File: src/rtl/alu_dec_stage.sv
// alu_dec_stage: registered RV32I decode stage producing the ALU control word.
// Optional feature macro: ALU_DEC_SKID_EN
//   defined   -> two-entry skid buffer, in_ready comes straight from a flop
//   undefined -> single output register, in_ready = ~out_valid | out_ready
//
// Handshake: a word moves across a port on a rising edge where valid and ready
// are both high; valid never depends on ready, and a presented output word is
// held unchanged until it is taken.
module alu_dec_stage #(
  parameter int XLEN = 32
) (
  input  logic            clk,
  input  logic            rst_n,
  input  logic            in_valid,
  output logic            in_ready,
  input  logic [XLEN-1:0] in_instr,
  output logic            out_valid,
  input  logic            out_ready,
  output logic [3:0]      alufn,
  output logic [4:0]      shamt,
  output logic            shamt_reg,
  output logic [XLEN-1:0] imm,
  output logic            b_sel,
  output logic [4:0]      rs1,
  output logic [4:0]      rs2,
  output logic [4:0]      rd,
  output logic            reg_write,
  output logic            illegal
);

  localparam logic [3:0] ALU_ADD  = 4'b0000;
  localparam logic [3:0] ALU_SUB  = 4'b0001;
  localparam logic [3:0] ALU_PASS = 4'b0011;
  localparam logic [3:0] ALU_OR   = 4'b0100;
  localparam logic [3:0] ALU_AND  = 4'b0101;
  localparam logic [3:0] ALU_XOR  = 4'b0111;
  localparam logic [3:0] ALU_SLL  = 4'b1000;
  localparam logic [3:0] ALU_SRL  = 4'b1001;
  localparam logic [3:0] ALU_SRA  = 4'b1010;
  localparam logic [3:0] ALU_SLT  = 4'b1101;
  localparam logic [3:0] ALU_SLTU = 4'b1111;

  localparam logic [6:0] OPC_OP     = 7'b0110011;
  localparam logic [6:0] OPC_OP_IMM = 7'b0010011;
  localparam logic [6:0] OPC_LUI    = 7'b0110111;
  localparam logic [6:0] OPC_AUIPC  = 7'b0010111;
  localparam logic [6:0] OPC_JAL    = 7'b1101111;
  localparam logic [6:0] OPC_JALR   = 7'b1100111;
  localparam logic [6:0] OPC_LOAD   = 7'b0000011;
  localparam logic [6:0] OPC_STORE  = 7'b0100011;
  localparam logic [6:0] OPC_BRANCH = 7'b1100011;

  typedef struct packed {
    logic [3:0]      alufn;
    logic [4:0]      shamt;
    logic            shamt_reg;
    logic [XLEN-1:0] imm;
    logic            b_sel;
    logic [4:0]      rs1;
    logic [4:0]      rs2;
    logic [4:0]      rd;
    logic            reg_write;
    logic            illegal;
  } dec_t;

  // funct3 -> ALU op for OP / OP-IMM; alt picks SUB/SRA
  function automatic logic [3:0] arith_op(input logic [2:0] f3, input logic alt);
    logic [3:0] op;
    case (f3)
      3'b000:  op = alt ? ALU_SUB : ALU_ADD;
      3'b001:  op = ALU_SLL;
      3'b010:  op = ALU_SLT;
      3'b011:  op = ALU_SLTU;
      3'b100:  op = ALU_XOR;
      3'b101:  op = alt ? ALU_SRA : ALU_SRL;
      3'b110:  op = ALU_OR;
      default: op = ALU_AND;
    endcase
    return op;
  endfunction

  logic [6:0] opc;
  logic [2:0] f3;
  logic [6:0] f7;
  logic       wr;
  dec_t       dec;
  dec_t       main_q;

  assign opc = in_instr[6:0];
  assign f3  = in_instr[14:12];
  assign f7  = in_instr[31:25];

  // Combinational decode of the incoming instruction
  always_comb begin
    dec           = '0;
    wr            = 1'b0;
    dec.shamt     = in_instr[24:20];
    dec.rs1       = in_instr[19:15];
    dec.rs2       = in_instr[24:20];
    dec.rd        = in_instr[11:7];
    dec.imm       = {{20{in_instr[31]}}, in_instr[31:20]};
    dec.alufn     = ALU_ADD;
    case (opc)
      OPC_OP: begin
        dec.alufn     = arith_op(f3, f7[5]);
        dec.shamt_reg = (f3 == 3'b001) || (f3 == 3'b101);
        dec.illegal   = ((f7 != 7'b0000000) && (f7 != 7'b0100000)) ||
                        (f7[5] && (f3 != 3'b000) && (f3 != 3'b101));
        wr            = 1'b1;
      end
      OPC_OP_IMM: begin
        dec.alufn   = arith_op(f3, (f3 == 3'b101) && f7[5]);
        dec.b_sel   = 1'b1;
        dec.illegal = ((f3 == 3'b001) && (f7 != 7'b0000000)) ||
                      ((f3 == 3'b101) && (f7 != 7'b0000000) && (f7 != 7'b0100000));
        wr          = 1'b1;
      end
      OPC_LUI: begin
        dec.alufn = ALU_PASS;
        dec.imm   = {in_instr[31:12], 12'b0};
        dec.b_sel = 1'b1;
        wr        = 1'b1;
      end
      OPC_AUIPC: begin
        dec.imm   = {in_instr[31:12], 12'b0};
        dec.b_sel = 1'b1;
        wr        = 1'b1;
      end
      OPC_JAL: begin
        dec.imm   = {{11{in_instr[31]}}, in_instr[31], in_instr[19:12],
                     in_instr[20], in_instr[30:21], 1'b0};
        dec.b_sel = 1'b1;
        wr        = 1'b1;
      end
      OPC_JALR, OPC_LOAD: begin
        dec.b_sel = 1'b1;
        wr        = 1'b1;
      end
      OPC_STORE: begin
        dec.imm   = {{20{in_instr[31]}}, in_instr[31:25], in_instr[11:7]};
        dec.b_sel = 1'b1;
      end
      OPC_BRANCH: begin
        dec.alufn = ALU_SUB;
        dec.imm   = {{19{in_instr[31]}}, in_instr[31], in_instr[7],
                     in_instr[30:25], in_instr[11:8], 1'b0};
      end
      default: dec.illegal = 1'b1;
    endcase
    if (dec.illegal) dec.alufn = ALU_ADD;
    dec.reg_write = wr && (dec.rd != 5'd0) && !dec.illegal;
  end

`ifdef ALU_DEC_SKID_EN
  dec_t skid_q;
  logic skid_empty;

  assign in_ready = skid_empty;

  // Main + skid registers; the skid word drains into main ahead of new input
  always_ff @(posedge clk or negedge rst_n) begin
    if (!rst_n) begin
      out_valid  <= 1'b0;
      main_q     <= '0;
      skid_q     <= '0;
      skid_empty <= 1'b1;
    end else if (!skid_empty) begin
      if (out_ready) begin
        main_q     <= skid_q;
        skid_empty <= 1'b1;
      end
    end else if (in_valid) begin
      if (!out_valid || out_ready) begin
        main_q    <= dec;
        out_valid <= 1'b1;
      end else begin
        skid_q     <= dec;
        skid_empty <= 1'b0;
      end
    end else if (out_ready) begin
      out_valid <= 1'b0;
    end
  end
`else
  assign in_ready = ~out_valid | out_ready;

  // Single output register, reloaded whenever the slot is free or being emptied
  always_ff @(posedge clk or negedge rst_n) begin
    if (!rst_n) begin
      out_valid <= 1'b0;
      main_q    <= '0;
    end else if (in_valid && in_ready) begin
      main_q    <= dec;
      out_valid <= 1'b1;
    end else if (out_ready) begin
      out_valid <= 1'b0;
    end
  end
`endif

  assign alufn     = main_q.alufn;
  assign shamt     = main_q.shamt;
  assign shamt_reg = main_q.shamt_reg;
  assign imm       = main_q.imm;
  assign b_sel     = main_q.b_sel;
  assign rs1       = main_q.rs1;
  assign rs2       = main_q.rs2;
  assign rd        = main_q.rd;
  assign reg_write = main_q.reg_write;
  assign illegal   = main_q.illegal;

endmodule
File: config.mk
export PLATFORM = sky130hd
export DESIGN_NAME = alu_dec_stage
export DESIGN_NICKNAME = d
export VERILOG_FILES = /design/src/rtl/alu_dec_stage.sv
export SDC_FILE = /design/constraint.sdc
export NUM_CORES = 1
export LEC_CHECK = 0
export BUFFER_PORTS_ARGS = -buffer_cell sky130_fd_sc_hd__buf_2
export CAP_MARGIN = 20
export CELL_PAD_IN_SITES_DETAIL_PLACEMENT = 1
export CELL_PAD_IN_SITES_GLOBAL_PLACEMENT = 1
export CORE_MARGIN = 2
export CORE_UTILIZATION = 38
export DETAILED_ROUTE_END_ITERATION = 10
export GPL_TIMING_DRIVEN = 0
export HOLD_SLACK_MARGIN = 0.03
export PLACE_DENSITY = 0.82
export SETUP_SLACK_MARGIN = 0.5
export SLEW_MARGIN = 10
export SYNTH_ARGS = -nofsm -noshare
export SYNTH_HDL_FRONTEND = slang
export SYNTH_SLANG_ARGS = --single-unit
File: constraint.sdc
create_clock -name clk -period 3.68 [get_ports clk]
set_clock_uncertainty 0.2 [all_clocks]
set_input_delay 0.552 -clock clk [delete_from_list [all_inputs] [get_ports clk]]
set_output_delay 0.552 -clock clk [all_outputs]
set_load 0.05 [all_outputs]
* Word-level counts from Yosys, hierarchy flattened
Index checks and enable logic that the tools add are counted.
** Storage, ports and cells
- Flip-flop bits (word level) :: 56
- Input port bits :: 36
- Word-level logic and storage cells :: 67
** Operators by class
- Eq/ne operators :: 17
- Multiplexer cells :: 15
- Bitwise gates (word level) :: 2
- Reduce and logical (&&, ||, !) cells :: 23
** Operators with widths (count)
- case mux 31 bit (4 select lines) :: 1
- case mux 4 bit (7 select lines) :: 2
- equality test 7 x 6 -> 1 bit (second input constant) :: 3
- equality test 7 bit (second input constant) :: 3
- OR reduction 7 bit :: 3
- case mux 4 bit (4 select lines) :: 1
- equality test 7 x 5 -> 1 bit (second input constant) :: 2
- logical AND 1 bit :: 10
- equality test 3 bit (second input constant) :: 3
- equality test 7 x 2 -> 1 bit (second input constant) :: 1
- 2-to-1 mux 1 bit :: 7
- inequality test 7 x 6 -> 1 bit (second input constant) :: 1
- nonzero test 7 bit :: 1
- equality test 3 x 2 -> 1 bit (second input constant) :: 2
- nonzero test 5 bit :: 1
- 2-to-1 mux 2 bit :: 2
- 2-to-1 mux 4 bit :: 1
- equality test 3 x 1 -> 1 bit (second input constant) :: 1
- logical NOT 3 bit :: 1
- logical OR 1 bit :: 3
- inequality test 3 bit (second input constant) :: 1
- case mux 1 bit (3 select lines) :: 1
- nonzero test 3 bit :: 1
- nonzero test 2 bit :: 1
- 4 further kinds :: 4

* Depth between registers and ports, before layout
- Word-level depth :: 7
- Mapped depth :: 8
- Depth with buffers taken out :: 5

* Least setup slack after synthesis
Ideal clock, no wire load.
- Path type :: register to register
- From :: reg out_valid
- To :: reg main_q (netlist bit b_sel)
- Arrival :: 2.065 ns
- Required time :: 3.384 ns
- Slack :: 1.320 ns
- Stages on the path, launching flop included :: 7
- Clock period less this slack :: 2.360 ns
- Cells stage by stage :: dfrtp_1 nand2b_1 nand2_1 clkbuf_1 buf_1 nand2_1 o31ai_1
** Between the ends
- Word-level cells in the longest chain between the ends :: 3
** Ends and longest elaborated chain
- start: declaration :: RTL line 17 : output logic out_valid,
- start signal: assignment :: RTL line 190 : out_valid <= 1'b0;
- start signal: assignment :: RTL line 194 : out_valid <= 1'b1;
- start signal: assignment :: RTL line 196 : out_valid <= 1'b0;
- inverter 1 bit :: RTL line 185 : assign in_ready = ~out_valid | out_ready;
- OR 1 bit :: RTL line 185
- net in_ready :: RTL line 15 : output logic in_ready,
- logical AND 1 bit :: RTL line 192 : end else if (in_valid && in_ready) begin
- end signal: assignment :: RTL line 191 : main_q <= '0;
- end signal: assignment :: RTL line 193 : main_q <= dec;
- end: declaration :: RTL line 87 : dec_t main_q;
The timed path passes the listed nets, and every way through them passes these cells.
A chain may end at the register's enable or synchronous reset.

* Worst setup path after layout
- From :: in in_instr[4]
- To :: reg main_q (netlist bit imm[3])
** Between the ends
- Word-level cells in the longest chain between the ends :: 3
- Elaborated cells between the ends (all ways) :: 7
** Ends and longest elaborated chain
- start: declaration :: RTL line 16 : input logic [XLEN-1:0] in_instr,
- equality test 7 x 5 -> 1 bit / equality test 7 x 6 -> 1 bit (equally long branches) :: RTL line 103 : case (opc)
- OR reduction 2 bit (no line)
- case mux 31 bit (4 select lines) (*) :: RTL line 103
Every way passes the cells marked *; elsewhere a longest branch is shown, timed or not.

==> flow_summary.toml <==
[outcome]
outcome = "complete, no violations"

[cells_and_area]
area_growth_pct = 26.4
instances_no_fill = 499
largest_register_ffs = 32
insertedDiodeCount = 0
layout_commonest_cell = "buf_2"
finish.instance_area_um2 = 3370
final_cell_mix = "96 x buf_2, 90 x nand2_1, 56 x dfrtp_1, 24 x o21ai_0, 23 x a21oi_1"
fin_nets = 438
drive_gt1_share_pct = 29.8

[pwr]
peakVddDrop_uv = 189
p_leak_nw = 1.70
p_total_mw = 1.73
powerDensity_nw_per_um2 = 513

[drt]
wirelength_mm = 8.27
drtPass1Iterations = 4
antenna_left = 0
drcViolationCount = 0
num_vias = 2579
avgRoutedWirePerCell_um = 16.6
detail_route.vias_per_cell = 5.17
first_iter_violations = 147

[logic_synthesis]
syn_nets = 338
ys_warn_count = 0
syn_area_um2 = 2670
synth_ff_type = "dfrtp_1"
synthArstFlopShare_pct = 100
syn_avg_cell_area_um2 = 8.83
syn_inst = 302
synth_edf_count = 0
ys_ff_latch = 56
ys_types = 42
yosysSeqAreaShare_pct = 52.6

[clock_tree]
cts_inserted_buffers = 5
post_cts_resized = 0
root_buffer = "clkbuf_8"
clock_tree.buffer_depth = 2
cts.clk_slew.worst_paths_ns = 0.11
clkLatencyLatePin_ns = 0.31
cts-htree-levels = 2
cts_sinks = 56
cts_tree = "built"
ctsHoldBuffers = 0
post_cts_buffers = 0

[global_routing]
grt_first_pass_wirelength_mm = 13.2
grt_max_degree = 57
grtUsageTotal_pct = 22.1
grt_antenna_before_repair = 0
grt_overflow = 0
grt_pass1_vias = 2630

[setup_path]
crit_path_max_incr_delay_ns = 0.70
required_ns = 3.69
worstPathMaxFanout = 8
critical_path_arrival_ns = 2.25
reg2reg_from = "out_valid"
path_common_cell = "nor2_1"
reg2reg_depth = 6
cp_cell_sequence = "buf_2 > and2b_1 > nor4b_2 > nor2_1 > a221oi_1 > nor2_1"
cp-start-kind = "input port"
setup.worst_path.class = "input port to flop"
crit_slowest_cell = "nor4b_2"
r2r_end = "imm[28]"
rrSetupSlack_ns = 1.67
crit_path_end_kind = "flop"

[sta]
hold_viol_final = 0
rsz0062_at_grt = "no"
setup_viol = 0
period_needed_ns = 2.25
slew_viol_final = 0
slew_headroom_pct = 43.0
tns_ns = 0
fin_crit_sh_pct = 61.1
worst_pin_slew_ns = 0.853
fmax_mhz = 445
setup_ws_ns = 1.43

[floorplan]
die_h_um = 87.8
initial_utilization_pct = 39.2
coreArea_um2 = 6790
fp-row-count = 30
die_x_um = 87.8
pin_count = 98
die_area_um2 = 7700

[placement]
gp_congestion = 0.868
dp_hpwl_mm = 6.14
portBuffers = 93
placed_cell_area_um2 = 3250
post-place-ws_ns = 1.11
dp.cells = 491

[min_path]
worstHoldPathType = "input port to async pin"

[flow_run]
drv_cap = 0
-- power breakdown --
part	switching [mW]	internal, mW
clock	0.216	0.205
sequential	0.0378	0.686
combinational	0.454	0.131
-- metrics by stage --
stage / util [%] / hold slack (ns)
3_5_place_dp: 47.9 / 0.257
5_1_grt: 49.6 / 0.139
4_1_cts: 49.6 / 0.124
6_report: 49.6 / 0.0917
3_3_place_gp: 47.9 / 0.255
2_1_floorplan: - / 0.0564
-- worst max path at each step --
stage                     start      to  slack [ns]  cells past startpoint
finish              in_instr[4]  imm[3]        1.43                      6
global route        in_instr[4]  imm[4]        1.30                      6
CTS                 in_instr[4]  imm[3]        1.45                      6
detailed placement  in_instr[4]  imm[3]        1.11                      6
global placement    in_instr[4]  imm[3]        1.22                      6
floorplan             out_valid   b_sel        1.32                      6
-- per-layer routing --
layer | GRT usage (%) | vias up | wire length, µm
met1 | 29.8 | 1288 | 3690
li1 | - | 1214 | -
met2 | 37.7 | 66 | 4160
met5 | 0 | - | 0
met3 | 2.07 | 11 | 262
met4 | 7.13 | 0 | 163
-- synthesized netlist by cell type, types with 3 or more instances --
library cell | count | area [µm²]
buf_4 | 6 | 45.0
a31oi_1 | 4 | 25.0
nor2_1 | 17 | 63.8
inv_1 | 5 | 18.8
o21ai_1 | 10 | 50.1
buf_6 | 3 | 33.8
a21oi_1 | 23 | 115
nor3_1 | 4 | 20.0
a32o_1 | 3 | 30.0
clkbuf_1 | 11 | 41.3
nand2b_1 | 4 | 25.0
a221oi_1 | 4 | 35.0
o211ai_1 | 3 | 22.5
nand2_1 | 90 | 338
dfrtp_1 | 56 | 1400
o21ai_0 | 24 | 120
buf_2 | 4 | 20.0
nor2b_1 | 4 | 25.0
-- critical path, delay by kind of cell --
kind / cells / cell delay, ns
and+or+nand+nor: 4 / 1.20
AOI/OAI and AO/OA: 1 / 0.35
buffers and inverters: 1 / 0.14
-- layout make-up --
cell class | count | area [µm²]
fill | 849 | 3420
sequential | 56 | 1400
multi-input combinational | 215 | 1100
timing repair buffer | 93 | 468
buffer | 26 | 148
tap | 96 | 120
clock buffer | 5 | 68.8
clock inverter | 3 | 46.3
inverter | 5 | 18.8
-- cell families after synthesis --
| logic type | share of synthesized area (%) |
|---|---|
| DFF | 52.6 |
| buffers and inverters | 6.24 |
| AOI/OAI and AO/OA | 18.7 |
| and+or+nand+nor | 22.5 |
(Power assumes the default switching activity.)
